### src/rtl/match_resp_reorder_pkg.sv
// Shared defaults, slot record and pointer-width helper for the match response
// reorder buffer.
package match_resp_reorder_pkg;

  localparam int LAZY_LEN         = 4;
  localparam int NUM_MATCH_REQ_CH = 2;
  localparam int LAZY_LEN_LOG2    = 2;
  localparam int MATCH_LEN_WIDTH  = 8;
  localparam int NUM_GROUP_SLOTS  = 4;

  typedef struct packed {
    logic                                  alloc;
    logic [LAZY_LEN-1:0]                   strb;
    logic [LAZY_LEN-1:0]                   done;
    logic [LAZY_LEN*MATCH_LEN_WIDTH-1:0]   len;
  } slot_rec_t;

  function automatic int ptr_width(input int depth);
    return (depth > 1) ? $clog2(depth) : 1;
  endfunction

endpackage

### src/rtl/match_resp_slot.sv
// One group slot: allocation, per-position response merge with lowest-channel
// priority, and duplicate detection against already-done positions.
module match_resp_slot
  import match_resp_reorder_pkg::*;
#(
  parameter int C        = NUM_MATCH_REQ_CH,
  parameter int TAG_BITS = LAZY_LEN_LOG2
) (
  input  logic                            clk,
  input  logic                            rst_n,
  input  logic                            alloc_en_i,
  input  logic [LAZY_LEN-1:0]             alloc_strb_i,
  input  logic                            pop_en_i,
  input  logic [C-1:0]                    wr_en_i,
  input  logic [C*TAG_BITS-1:0]           wr_tag_i,
  input  logic [C*MATCH_LEN_WIDTH-1:0]    wr_len_i,
  output slot_rec_t                       rec_o,
  output logic                            complete_o,
  output logic                            dup_o
);

  localparam int L  = LAZY_LEN;
  localparam int ML = MATCH_LEN_WIDTH;

  slot_rec_t      rec_q, rec_d;
  logic [L-1:0]   taken;

  always_comb begin
    rec_d = rec_q;
    taken = '0;
    dup_o = 1'b0;
    // Channels are scanned in index order, so the lowest channel claims a position first.
    for (int c = 0; c < C; c++) begin
      for (int p = 0; p < L; p++) begin
        if (wr_en_i[c] && (wr_tag_i[c*TAG_BITS +: TAG_BITS] == TAG_BITS'(p))) begin
          if (rec_q.done[p] || taken[p]) begin
            dup_o = 1'b1;
          end else begin
            taken[p]              = 1'b1;
            rec_d.done[p]         = 1'b1;
            rec_d.len[p*ML +: ML] = wr_len_i[c*ML +: ML];
          end
        end
      end
    end
    if (pop_en_i) begin
      rec_d = '0;
    end
    if (alloc_en_i) begin
      rec_d.alloc = 1'b1;
      rec_d.strb  = alloc_strb_i;
      rec_d.done  = ~alloc_strb_i;
      rec_d.len   = '0;
    end
  end

  always_ff @(posedge clk or negedge rst_n) begin
    if (!rst_n) begin
      rec_q <= '0;
    end else begin
      rec_q <= rec_d;
    end
  end

  assign rec_o      = rec_q;
  assign complete_o = rec_q.alloc & (&rec_q.done);

endmodule

### src/rtl/match_resp_reorder.sv
// Multi-group match response reorder buffer: collects out-of-order per-position
// responses into D slots and releases complete groups in allocation order.
module match_resp_reorder
  import match_resp_reorder_pkg::*;
#(
  parameter int L        = LAZY_LEN,
  parameter int C        = NUM_MATCH_REQ_CH,
  parameter int TAG_BITS = LAZY_LEN_LOG2,
  parameter int ML       = MATCH_LEN_WIDTH,
  parameter int D        = NUM_GROUP_SLOTS,
  parameter int GID_BITS = ptr_width(D)
) (
  input  logic                     clk,
  input  logic                     rst_n,
  input  logic                     req_group_valid,
  output logic                     req_group_ready,
  input  logic [L-1:0]             req_group_strb,
  output logic [GID_BITS-1:0]      req_group_gid,
  input  logic [C-1:0]             resp_valid,
  output logic [C-1:0]             resp_ready,
  input  logic [C*GID_BITS-1:0]    resp_gid,
  input  logic [C*TAG_BITS-1:0]    resp_tag,
  input  logic [C*ML-1:0]          resp_match_len,
  output logic                     resp_group_valid,
  input  logic                     resp_group_ready,
  output logic [L*ML-1:0]          resp_group_match_len,
  output logic [L-1:0]             resp_group_strb,
  output logic [GID_BITS:0]        occupancy,
  output logic                     err_dup
);

  localparam logic [TAG_BITS:0]  TAG_LIMIT = (TAG_BITS+1)'(L);
  localparam logic [GID_BITS:0]  FULL_CNT  = (GID_BITS+1)'(D);

  logic [GID_BITS-1:0]  head_q, head_d, tail_q, tail_d;
  logic [GID_BITS:0]    count_q, count_d;
  logic                 err_q, err_d;

  slot_rec_t            slot_rec [D];
  logic [D-1:0]         slot_alloc, slot_complete, slot_dup;
  logic [C-1:0]         slot_wr [D];
  logic [C-1:0]         resp_acc, tag_ok;
  logic                 do_alloc, do_pop;

  always_comb begin
    resp_ready = '0;
    tag_ok     = '0;
    for (int j = 0; j < C; j++) begin
      resp_ready[j] = slot_alloc[resp_gid[j*GID_BITS +: GID_BITS]];
      tag_ok[j]     = {1'b0, resp_tag[j*TAG_BITS +: TAG_BITS]} < TAG_LIMIT;
    end
    resp_acc = resp_valid & resp_ready;
    // Out-of-range tags are accepted but never routed to a slot.
    for (int s = 0; s < D; s++) begin
      for (int j = 0; j < C; j++) begin
        slot_wr[s][j] = resp_acc[j] & tag_ok[j] &
                        (resp_gid[j*GID_BITS +: GID_BITS] == GID_BITS'(s));
      end
    end
  end

  assign req_group_ready      = (count_q != FULL_CNT);
  assign req_group_gid        = tail_q;
  assign do_alloc             = req_group_valid & req_group_ready;
  assign resp_group_valid     = slot_complete[head_q];
  assign do_pop               = resp_group_valid & resp_group_ready;
  assign resp_group_match_len = slot_rec[head_q].len;
  assign resp_group_strb      = slot_rec[head_q].strb;
  assign occupancy            = count_q;
  assign err_dup              = err_q;

  always_comb begin
    head_d  = do_pop   ? head_q + 1'b1 : head_q;
    tail_d  = do_alloc ? tail_q + 1'b1 : tail_q;
    count_d = count_q;
    if (do_alloc && !do_pop) begin
      count_d = count_q + 1'b1;
    end else if (!do_alloc && do_pop) begin
      count_d = count_q - 1'b1;
    end
    err_d = err_q | (|(resp_acc & ~tag_ok)) | (|slot_dup);
  end

  always_ff @(posedge clk or negedge rst_n) begin
    if (!rst_n) begin
      head_q  <= '0;
      tail_q  <= '0;
      count_q <= '0;
      err_q   <= 1'b0;
    end else begin
      head_q  <= head_d;
      tail_q  <= tail_d;
      count_q <= count_d;
      err_q   <= err_d;
    end
  end

  for (genvar s = 0; s < D; s++) begin : g_slot
    match_resp_slot #(
      .C        (C),
      .TAG_BITS (TAG_BITS)
    ) u_slot (
      .clk          (clk),
      .rst_n        (rst_n),
      .alloc_en_i   (do_alloc && (tail_q == GID_BITS'(s))),
      .alloc_strb_i (req_group_strb),
      .pop_en_i     (do_pop && (head_q == GID_BITS'(s))),
      .wr_en_i      (slot_wr[s]),
      .wr_tag_i     (resp_tag),
      .wr_len_i     (resp_match_len),
      .rec_o        (slot_rec[s]),
      .complete_o   (slot_complete[s]),
      .dup_o        (slot_dup[s])
    );
    assign slot_alloc[s] = slot_rec[s].alloc;
  end

endmodule
### config.mk
export PLATFORM = sky130hd
export DESIGN_NAME = match_resp_reorder
export DESIGN_NICKNAME = d
export VERILOG_FILES = /design/src/rtl/match_resp_reorder_pkg.sv /design/src/rtl/match_resp_slot.sv /design/src/rtl/match_resp_reorder.sv
export SDC_FILE = /design/constraint.sdc
export NUM_CORES = 1
export LEC_CHECK = 0
export BUFFER_PORTS_ARGS = -buffer_cell sky130_fd_sc_hd__buf_2
export CAP_MARGIN = 20
export CELL_PAD_IN_SITES_DETAIL_PLACEMENT = 1
export CELL_PAD_IN_SITES_GLOBAL_PLACEMENT = 1
export CORE_ASPECT_RATIO = 0.5
export CORE_MARGIN = 2
export CORE_UTILIZATION = 40
export DETAILED_ROUTE_END_ITERATION = 12
export GPL_ROUTABILITY_DRIVEN = 0
export GPL_TIMING_DRIVEN = 0
export PLACE_DENSITY = 0.69
export SLEW_MARGIN = 20
export SYNTH_ARGS = -nofsm -noshare
export SYNTH_HDL_FRONTEND = slang
export SYNTH_SLANG_ARGS = --single-unit
### constraint.sdc
create_clock -name clk -period 3.9 [get_ports clk]
set_clock_uncertainty 0.2 [all_clocks]
set_input_delay 0.975 -clock clk [delete_from_list [all_inputs] [get_ports clk]]
set_output_delay 0.975 -clock clk [all_outputs]
set_load 0.02 [all_outputs]
# [Word level (Yosys, flattened, before mapping)]
# Index checks and enable logic that the tools add are counted.
[totals] register_bits=172 inputBits=34 word_cells=368
[op_classes] addsub=4 magnitude_cmp=4 n_eq_ne=19 mux=227 bitwise_logic=18 reduce_logical=76
[ops] operator="2-to-1 mux 8 bit" count=64
[ops] operator="2-to-1 mux 41 bit" count=8
[ops] operator="2-to-1 mux 1 bit" count=147
[ops] operator="binary-select mux 41 bit (select 2 bit)" count=1
[ops] operator="2-to-1 mux 40 bit" count=2
[ops] operator="logical AND 1 bit" count=42
[ops] operator="equality test 2 bit, second input constant" count=12
[ops] operator="logical OR 1 bit" count=16
[ops] operator="AND reduction 4 bit" count=4
[ops] operator="AND 1 bit" count=14
[ops] operator="equality test 2 x 1 -> 1 bit, second input constant" count=6
[ops] operator="zero test 2 bit" count=6
[ops] operator="nonzero test 2 bit" count=5
[ops] operator="less-than comparator 2 x 3 -> 1 bit, second input constant" count=3
[ops] operator="binary-select mux 1 bit (select 2 bit)" count=3
[ops] operator="2-to-1 mux 3 bit" count=2
[ops] operator="adder 2 x 1 -> 2 bit, second input constant" count=2
[ops] operator="inverter 4 bit" count=1
[ops] operator="OR reduction 4 bit" count=1
[ops] operator="adder 3 x 1 -> 3 bit, second input constant" count=1
[ops] operator=">= comparator 3 bit, second input constant" count=1
[ops] operator="inequality test 3 bit, second input constant" count=1
[ops] operator="inverter 2 -> 3 bit" count=1
[ops] operator="subtractor 3 x 1 -> 3 bit, second input constant" count=1
[ops] operator="3 further kinds" count=4

# [Longest topological paths before layout]
# Gate-level depths: netlist (run 1).
[depth] ltp_word=22 ltp_mapped=11 mapped_depth_nobuf=10

# [Cells and area by module]
# A second synthesis (run 1) with hierarchy kept.
[unflattened] hier_cells=992 hier_area_um2=9801.9
[by_module_without_submodules] module="match_resp_slot" instances=4 cells_each=220 area_each_um2=2045.7 seq_area_each_um2=1026.0
[by_module_without_submodules] module="match_resp_reorder" instances=1 cells_each=112 area_each_um2=1619.1 seq_area_each_um2=200.2

# [Worst setup path before layout (run 1)]
# Ideal clock, no wire load.
[synth_timing] path_type="flip-flop to output port" startpoint="reg head_q[1]" endpoint="out resp_group_match_len[27]" t_arrival_ps=1921 required_time_ps=2725 setup_slack_ps=804 stages_incl_launch_ff=4 n_path_buf=2 path_cell_list="dfrtp_1 > buf_1 > clkbuf_1 > mux4_2"
[synth_via] elab_chain_len=4
[synth_lines] item="start: declaration" line_no="match_resp_reorder.sv:35" text="logic [GID_BITS-1:0] head_q, head_d, tail_q, tail_d;"
[synth_lines] item="start signal: assignment" line_no="match_resp_reorder.sv:86" text="head_q <= '0;"
[synth_lines] item="start signal: assignment" line_no="match_resp_reorder.sv:91" text="head_q <= head_d;"
[synth_lines] item="inverter 2 -> 3 bit (implied by the code)" line_no="match_resp_reorder.sv:67" text="assign resp_group_match_len = slot_rec[head_q].len;"
[synth_lines] item="binary-select mux 41 bit (select 2 bit)" line_no="match_resp_reorder.sv:67"
[synth_lines] item="2-to-1 mux 40 bit (2 in series)"
[synth_lines] item="end: declaration" line_no="match_resp_reorder.sv:26" text="output logic [L*ML-1:0] resp_group_match_len,"
# No other way between the ends. The select of a mux whose other input is x is not followed.

# [Worst setup path in the final report (run 1)]
[layout_timing] startpoint="reg head_q[0]" endpoint="out resp_group_match_len[28]"
# The elaborated chain is that of the path after synthesis.

==> results of run 1 <==
==> state kept, by name (all words and copies together) (netlist names) <==
register / count
g_slot.u_slot.rec_o: 164
occupancy: 3
head_q: 2
req_group_gid: 2
err_dup: 1
==> cells by family (layout without fill, tap and decap cells) <==
kind of cell	count (synthesis)	after routing	share of synthesized area [%]
DFF	172	172	43.6
and+or+nand+nor	286	286	13.7
buffers and inverters	94	194	3.77
AOI/OAI and AO/OA	192	192	14.4
adders and majority gates	10	10	1.34
muxes	174	174	22.7
xor gates and xnor gates	6	6	0.533
==> power groups by stage <==
stage               logic (mW)  registers [mW]  clock network (mW)
global route              3.97            3.27                1.97
finish                    3.65            3.21                1.88
detailed placement        3.59            3.21                   0
floorplan                 2.55            2.96                   0
CTS                       3.64            3.19                1.91
global placement          3.48            3.18                   0
==> critical path, cell delays in order, from the launching register on <==
cell and delay (ps):
dfrtp_1 560, clkdlybuf4s15_2 560, clkbuf_2 460, mux4_2 400, buf_2 180
==> worst min-delay path by stage <==
stage                                     from                    endpoint  slack [ps]
floorplan           g_slot[2].u_slot.rec_o[36]  g_slot[2].u_slot.rec_o[36]         260
global placement                  occupancy[2]                occupancy[2]         270
detailed placement                occupancy[2]                occupancy[2]         280
CTS                               occupancy[2]                occupancy[2]         290
global route        g_slot[3].u_slot.rec_o[37]  g_slot[3].u_slot.rec_o[37]         330
finish                            occupancy[2]                occupancy[2]         280
==> layout make-up <==
| cell class | count | area [sq um] | area share (%) |
|---|---|---|---|
| buffer | 89 | 379 | 3.35 |
| clock buffer | 19 | 453 | 4.00 |
| clock inverter | 13 | 189 | 1.67 |
| inverter | 5 | 18.8 | 0.166 |
| multi-input combinational | 668 | 5190 | 45.8 |
| sequential | 172 | 4300 | 38.0 |
| tap | 336 | 420 | 3.71 |
| timing repair buffer | 68 | 373 | 3.29 |
==> cells in the mapped netlist (all sizes together), types with 2 or more instances <==
library cell | count | area [sq um]
nor2b | 14 | 87.6
o22ai | 14 | 87.6
dfrtp | 172 | 4300
nand3 | 8 | 40.0
mux2i | 131 | 1310
a32oi | 2 | 17.5
and4 | 2 | 17.5
xnor2 | 4 | 35.0
and4b | 3 | 30.0
nand3b | 2 | 15.0
nor2 | 152 | 588
a211oi | 128 | 961
a22o | 16 | 140
clkbuf | 56 | 210
o221ai | 2 | 17.5
buf | 33 | 143
nor4 | 3 | 33.8
inv | 5 | 18.8
o2bb2ai | 4 | 35.0
nand2b | 7 | 43.8
xor2 | 2 | 17.5
nor3 | 2 | 10.0
and2 | 8 | 50.1
mux2 | 4 | 45.0
o32ai | 6 | 52.6
or3 | 6 | 37.5
nor4bb | 2 | 20.0
nand2 | 55 | 209
nand4b | 5 | 43.8
nand4 | 8 | 50.1
and3 | 4 | 25.0
a21oi | 15 | 75.1
ha | 9 | 113
mux4 | 39 | 878
==> metal layers <==
layer / GRT usage (%) / vias up / wire (um)
met5: 0 / - / 0
met4: 11.0 / 0 / 951
met3: 4.83 / 63 / 2040
met2: 48.0 / 322 / 17200
met1: 40.7 / 4423 / 16300
li1: - / 3643 / -
==> stage by stage <==
stage / instances / utilization [%] / total power, mW / hold WS, ps
floorplan: 934 / - / 5.51 / 261
global placement: 1337 / 44.0 / 6.66 / 267
detailed placement: 1338 / 44.2 / 6.80 / 280
CTS: 1370 / 46.9 / 8.74 / 289
global route: 1370 / 47.0 / 9.21 / 327
finish: 1370 / 47.0 / 8.74 / 284
==> results.md, run 1 <==
- Net Sw Frac: 40.1%
- Row count: 40
- CTS tree: done
- Fillers: 2712
- Crit path launch: head_q[0]
- Clk sink count: 172
- Switching Power: 3.50 mW
- Root Buffer: clkbuf_16
- R2r setup slk: 360 ps
- Clock H-tree levels: 4
- Global Route Usage Sum: 29.7%
- Post-route cell area: 11300 sq um
- First-pass GRT wire length: 56500 um
- Die Wd: 226 um
- Clock share of power: 21.5%
- Io pins: 80
- Most common cell after layout, fill and taps aside: dfrtp_1
- Startpoint Class: flip-flop
- Number of global-route vias before repair: 9096
- Post-synth EDFFs: 0
- Reg power frac: 36.7%
- Die Ht: 115 um
- Final WS setup: 116 ps
- Initial core utilization: 40.9%
- Final period demand of the worst path: 3780 ps
- Total gr overflow: 0
- Yosys reg bits: 172
- CTS resizes: 8
- CP Capture Type: output port
- Synth async-reset ratio: 100%
- Worst slew pin tran: 864 ps
- Slew Limit Fails: 0
- Pre-CTS WS: -49.6 ps
- Final wirelength: 36400 um
- Period utilization: 97.0%
- Syn nets: 978
- Syn avg cell area: 10.6 sq um
- Maximum clock rate: 264 MHz
- Worst-case reg-to-reg path depth: 8
- Cells after Synth: 934
- Port Buf Inserts: 67
- RSZ-0062 raised after global routing: no
- Synth Warn #: 0
- Pwr per Cell Area: 772 nW/um^2
- Hold Buf Count CTS: 0
- Lkg Pwr: 5.01 nW
- Avg WL per Cell: 26.6 um
- Dpl hpwl: 25800 um
- Fin. Hold Viols: 0
- Post-synthesis sequential area ratio: 43.6%
- Area Overhead vs Synth: 14.8%
- Hold depth: 1
- CP Class: flip-flop to output port
- Worst flop-to-flop path endpoint: g_slot[2].u_slot.rec_o[17]
- Predominant post-synthesis flop cell: dfrtp_1
- Outcome: completed
- CP max FO: 10
- Total CTS buffers: 17
- IR drop worst, VDD: 0.443 mV
- Clock-pin slew on the worst setup and hold paths: 70 ps
- Final setup fails: 0
- Core ar.: 24100 sq um
- Max clock buf depth: 2
- Tightest Hold Check Type: flip-flop to flip-flop
- Vias per cell: 6.17
- Comb power frac: 41.8%
- Most frequent cells in the layout: dfrtp_1, nor2_1, mux2i_1, a211oi_1, buf_2
- Via count: 8451
- Mapped Area: 9860 sq um
- Layout cells sized above 1: 16.8%
- DR pass1 iterations: 5
- CP arrival: 2610 ps
- Full die area: 26000 sq um
- Slew margin rel.: 42.4%
- Largest net degree at the start of global routing: 96
- Worst skew pair latency: 450 ps
- Worst EP required: 2720 ps
- MaxCap Viol Count: 0
- Post CTS Setup Buffer Count: 0
- Routed Antenna Nets: 0
- Worst Setup EP: resp_group_match_len[28]
- Drt drc: 0
- Diodes inserted: 0
- Layout Nets: 1065
- Internal power: 5.24 mW
- Worst R2R Start: head_q[0]
- Initial antenna violation count: 0
- Cell area after placement: 10700 sq um
- Number of DRC markers in iteration 0: 755
- Setup TNS: 0 ps
- Yosys cell types: 49
No activity file was read; power rests on OpenSTA's default activity.
==> run 2: changes to the inputs <==
- ABC_AREA: unset -> 1
- PLACE_DENSITY: 0.69 -> 0.73
- clock period: 3.9 -> 4.5 ns (I/O delays scaled with it)
==> results.md, run 2 <==
- DR pass1 iterations: 4 (-1)
- Row count: 42 (+5.0%)
- Internal power: 4.54 mW (-13%)
- Lkg Pwr: 6.02 nW (+20%)
- Reg power frac: 31.1% (-5.6 points)
- Final wirelength: 46200 um (+27%)
- Drt drc: 0 (unchanged)
- Worst skew pair latency: 470 ps (+20 ps)
- Top-area cell type share of the netlist area: 39.0% (-4.6 points)
- First-pass GRT wire length: 68500 um (+21%)
- Max clock buf depth: 2 (unchanged)
- Synth async-reset ratio: 100% (unchanged)
- Clock-pin slew on the worst setup and hold paths: 70 ps (about the same)
- Slew Limit Fails: 0 (unchanged)
- Initial antenna violation count: 0 (unchanged)
- Post-Synth Simple-Gate Area: 32.3% (+19 points)
- Slowest cell on the critical path: clkbuf_1
- Port Buf Inserts: 72 (+7.5%)
- Largest net degree at the start of global routing: 89 (-7.3%)
- Cells after Synth: 1460 (+56%)
- Hold Buf Count CTS: 0 (unchanged)
- Count leader, synth: nand2_1
- CP Class: flip-flop to output port
- Adder-cell share of the synthesized area: 1.20% (-0.14 points)
- Most frequent cells in the layout: nand2_1, nor2_1, dfrtp_1, o21ai_0, inv_1
- Most common cell after layout, fill and taps aside: nand2_1
- Fin. Hold Viols: 0 (unchanged)
- Full die area: 29000 sq um (+12%)
- Global Route Usage Sum: 32.5% (+2.8 points)
- Synth top cells by count: nand2_1, nor2_1, dfrtp_1
- Compound-cell area share of the yosys netlist: 18.4% (+4.0 points)
- RSZ-0062 raised after global routing: no
- Via count: 11100 (+32%)
- CP Capture Type: output port
- Post CTS Setup Buffer Count: 0 (unchanged)
- Root Buffer: clkbuf_16
- Clk sink count: 172 (unchanged)
- CP arrival: 3120 ps (+510 ps)
- Clock H-tree levels: 4 (unchanged)
- Slew margin rel.: 24.6% (-18 points)
- Syn nets: 1504 (+54%)
- Synth Warn #: 0 (unchanged)
- Setup TNS: 0 ps (unchanged)
- Comb power frac: 49.4% (+7.6 points)
- Total CTS buffers: 17 (unchanged)
- Max reg flops: 164 (unchanged)
- Predominant post-synthesis flop cell: dfrtp_1
- Yosys cell types: 40 (-18%)
- Final period demand of the worst path: 4450 ps
- Critical path, cell by cell: clkbuf_1 -> inv_1 -> clkbuf_2 -> clkbuf_2 -> o21ai_0 -> o22ai_1 -> buf_2
- MaxCap Viol Count: 0 (unchanged)
- Largest family of logic cells by synthesized area: simple AND/OR/NAND/NOR gates
- Number of DRC markers in iteration 0: 916 (+21%)
- Vias per cell: 5.81 (-5.8%)
- Final setup fails: 0 (unchanged)
- Outcome: completed
- CP bufs+invs: 5 (+2)
- Number of global-route vias before repair: 11200 (+23%)
- Post-synthesis sequential area ratio: 39.0% (-4.6 points)
- Maximum clock rate: 225 MHz
- Die Wd: 239 um (+5.7%)
- Post-synth EDFFs: 0 (unchanged)
- Area Overhead vs Synth: 13.4%
- Yosys reg bits: 172 (unchanged)
- Dpl hpwl: 33700 um (+31%)
- Worst EP required: 3170 ps (+450 ps)
- Mux contribution to synthesized area: 0.102% (-23 points)
- Top post-synthesis cells by area: dfrtp_1, nand2_1, nor2_1
- Area leader, netlist: dfrtp_1
- Pwr per Cell Area: 679 nW/um^2 (-12%)
- Top delay family on crit path: buffers and inverters
- Io pins: 80 (unchanged)
- Total gr overflow: 0 (unchanged)
- Routed Antenna Nets: 0 (unchanged)
- Layout cells sized above 1: 18.5% (+1.7 points)
- Layout Nets: 1596 (+50%)
- Net Sw Frac: 46.5% (+6.5 points)
- Startpoint Class: flip-flop
- Syn avg cell area: 7.56 sq um (-28%)
- Die Ht: 121 um (+5.6%)
- Initial core utilization: 41.2% (+0.29 points)
- Core ar.: 26800 sq um (+11%)
- Slowest stage delay, CP: 670 ps (+110 ps)
- Clock share of power: 19.5% (-2.0 points)
- Post-Synth XOR/XNOR Area: 0.317% (-0.22 points)
- Avg WL per Cell: 24.1 um (-9.3%)
- CP max FO: 11 (+1)
- Top cell by count, worst path: clkbuf_2
- Switching Power: 3.95 mW (+13%)
- Worst slew pin tran: 1130 ps (+267 ps)
- Tightest Hold Check Type: flip-flop to flip-flop
- IR drop worst, VDD: 0.389 mV (-12%)
- Mapped Area: 11000 sq um (+12%)
- CTS tree: done
- Total power: 8.50 mW (-2.8%)
- Period utilization: 98.9%
## run 2: cell count changes in the layout (fill, tap and decap cells not counted), sizes merged, moves of 27 or more
cell	previous run	this run
inv	6	127
o22ai	14	42
nand2	55	318
mux2i	131	0
o21ai	1	207
o211ai	0	70
nor2	152	274
a211oi	128	0
mux4	39	0
nor3b	0	61
buf	97	124
## run 2: logic make-up (layout without fill, tap and decap cells)
group	Yosys count	in the layout
simple gates	706	706
compound gates	348	348
buf+inv	219	322
flops	172	172
fa+ha+maj	10	10
xor+xnor	4	4
mux	1	1
other cells	0	1
## run 2: cell type report
cell class	instances	area, sq um
tap	352	440
buffer	93	487
timing repair buffer	73	398
fill	3411	14300
sequential	172	4300
multi-input combinational	1069	5770
clock inverter	10	163
antenna	1	2.50
inverter	126	478
clock buffer	20	467
## run 2: layer usage
metal  track usage (%)  vias to the layer above  part of all wire (%)  wire [um]
met5                 0                        -                     0          0
met3              5.60                       52                   6.0       2770
met1              45.3                     5740                    46      21500
met2              52.2                      340                    46      21200
met4              8.55                        0                   1.6        725
li1                  -                     5005                     -          -
## run 2: path summary, 6_finish.rpt
kind,startpoint,endpoint,slack [ps],depth (start not counted)
worst max register to register,head_q[1],g_slot[0].u_slot.rec_o[35],1050,9
worst max-delay path,head_q[1],resp_group_match_len[8],50,7
worst min-delay path,g_slot[2].u_slot.rec_o[38],g_slot[2].u_slot.rec_o[38],290,2
max in group asynchronous,rst_n,g_slot[2].u_slot.rec_o[11],2690,2
worst min register to register,g_slot[2].u_slot.rec_o[38],g_slot[2].u_slot.rec_o[38],290,2
min in group asynchronous,rst_n,g_slot[3].u_slot.rec_o[37],450,1
## run 2: power by group through the flow
| stage | registers, mW | logic [mW] | clock network, mW |
|---|---|---|---|
| after floorplan | 2.53 | 2.75 | 0 |
| after global placement | 2.62 | 3.96 | 0 |
| after detailed placement | 2.65 | 4.11 | 0 |
| after CTS | 2.63 | 4.14 | 1.65 |
| after global routing | 2.71 | 4.58 | 1.72 |
| final | 2.65 | 4.19 | 1.66 |
## run 2: metrics by stage
stage | hold slack (ps) | cell area, sq um | util (%) | setup WS (ps) | cells
2_1_floorplan | 253 | 11000 | - | 1510 | 1460
3_3_place_gp | 268 | 11800 | 44.2 | -948 | 1884
3_5_place_dp | 283 | 11900 | 44.3 | 231 | 1885
4_1_cts | 299 | 12500 | 46.7 | 23.8 | 1915
5_1_grt | 329 | 12500 | 46.7 | 10.3 | 1915
6_report | 291 | 12500 | 46.7 | 50.3 | 1916
## run 2: worst min-delay path, delay by kind of cell, from the launching register on
| kind | cells | cell delay, ps |
|---|---|---|
| AND/OR/NAND/NOR | 1 | 50 |
| flip-flops | 1 | 340 |
| AO/OA/AOI/OAI | 1 | 60 |
## run 2: what timing repair did
action / CTS / global route
gates resized for setup: 2 / 2
setup endpoints to repair: 17 / 8
hold endpoints to repair: 0 / 0
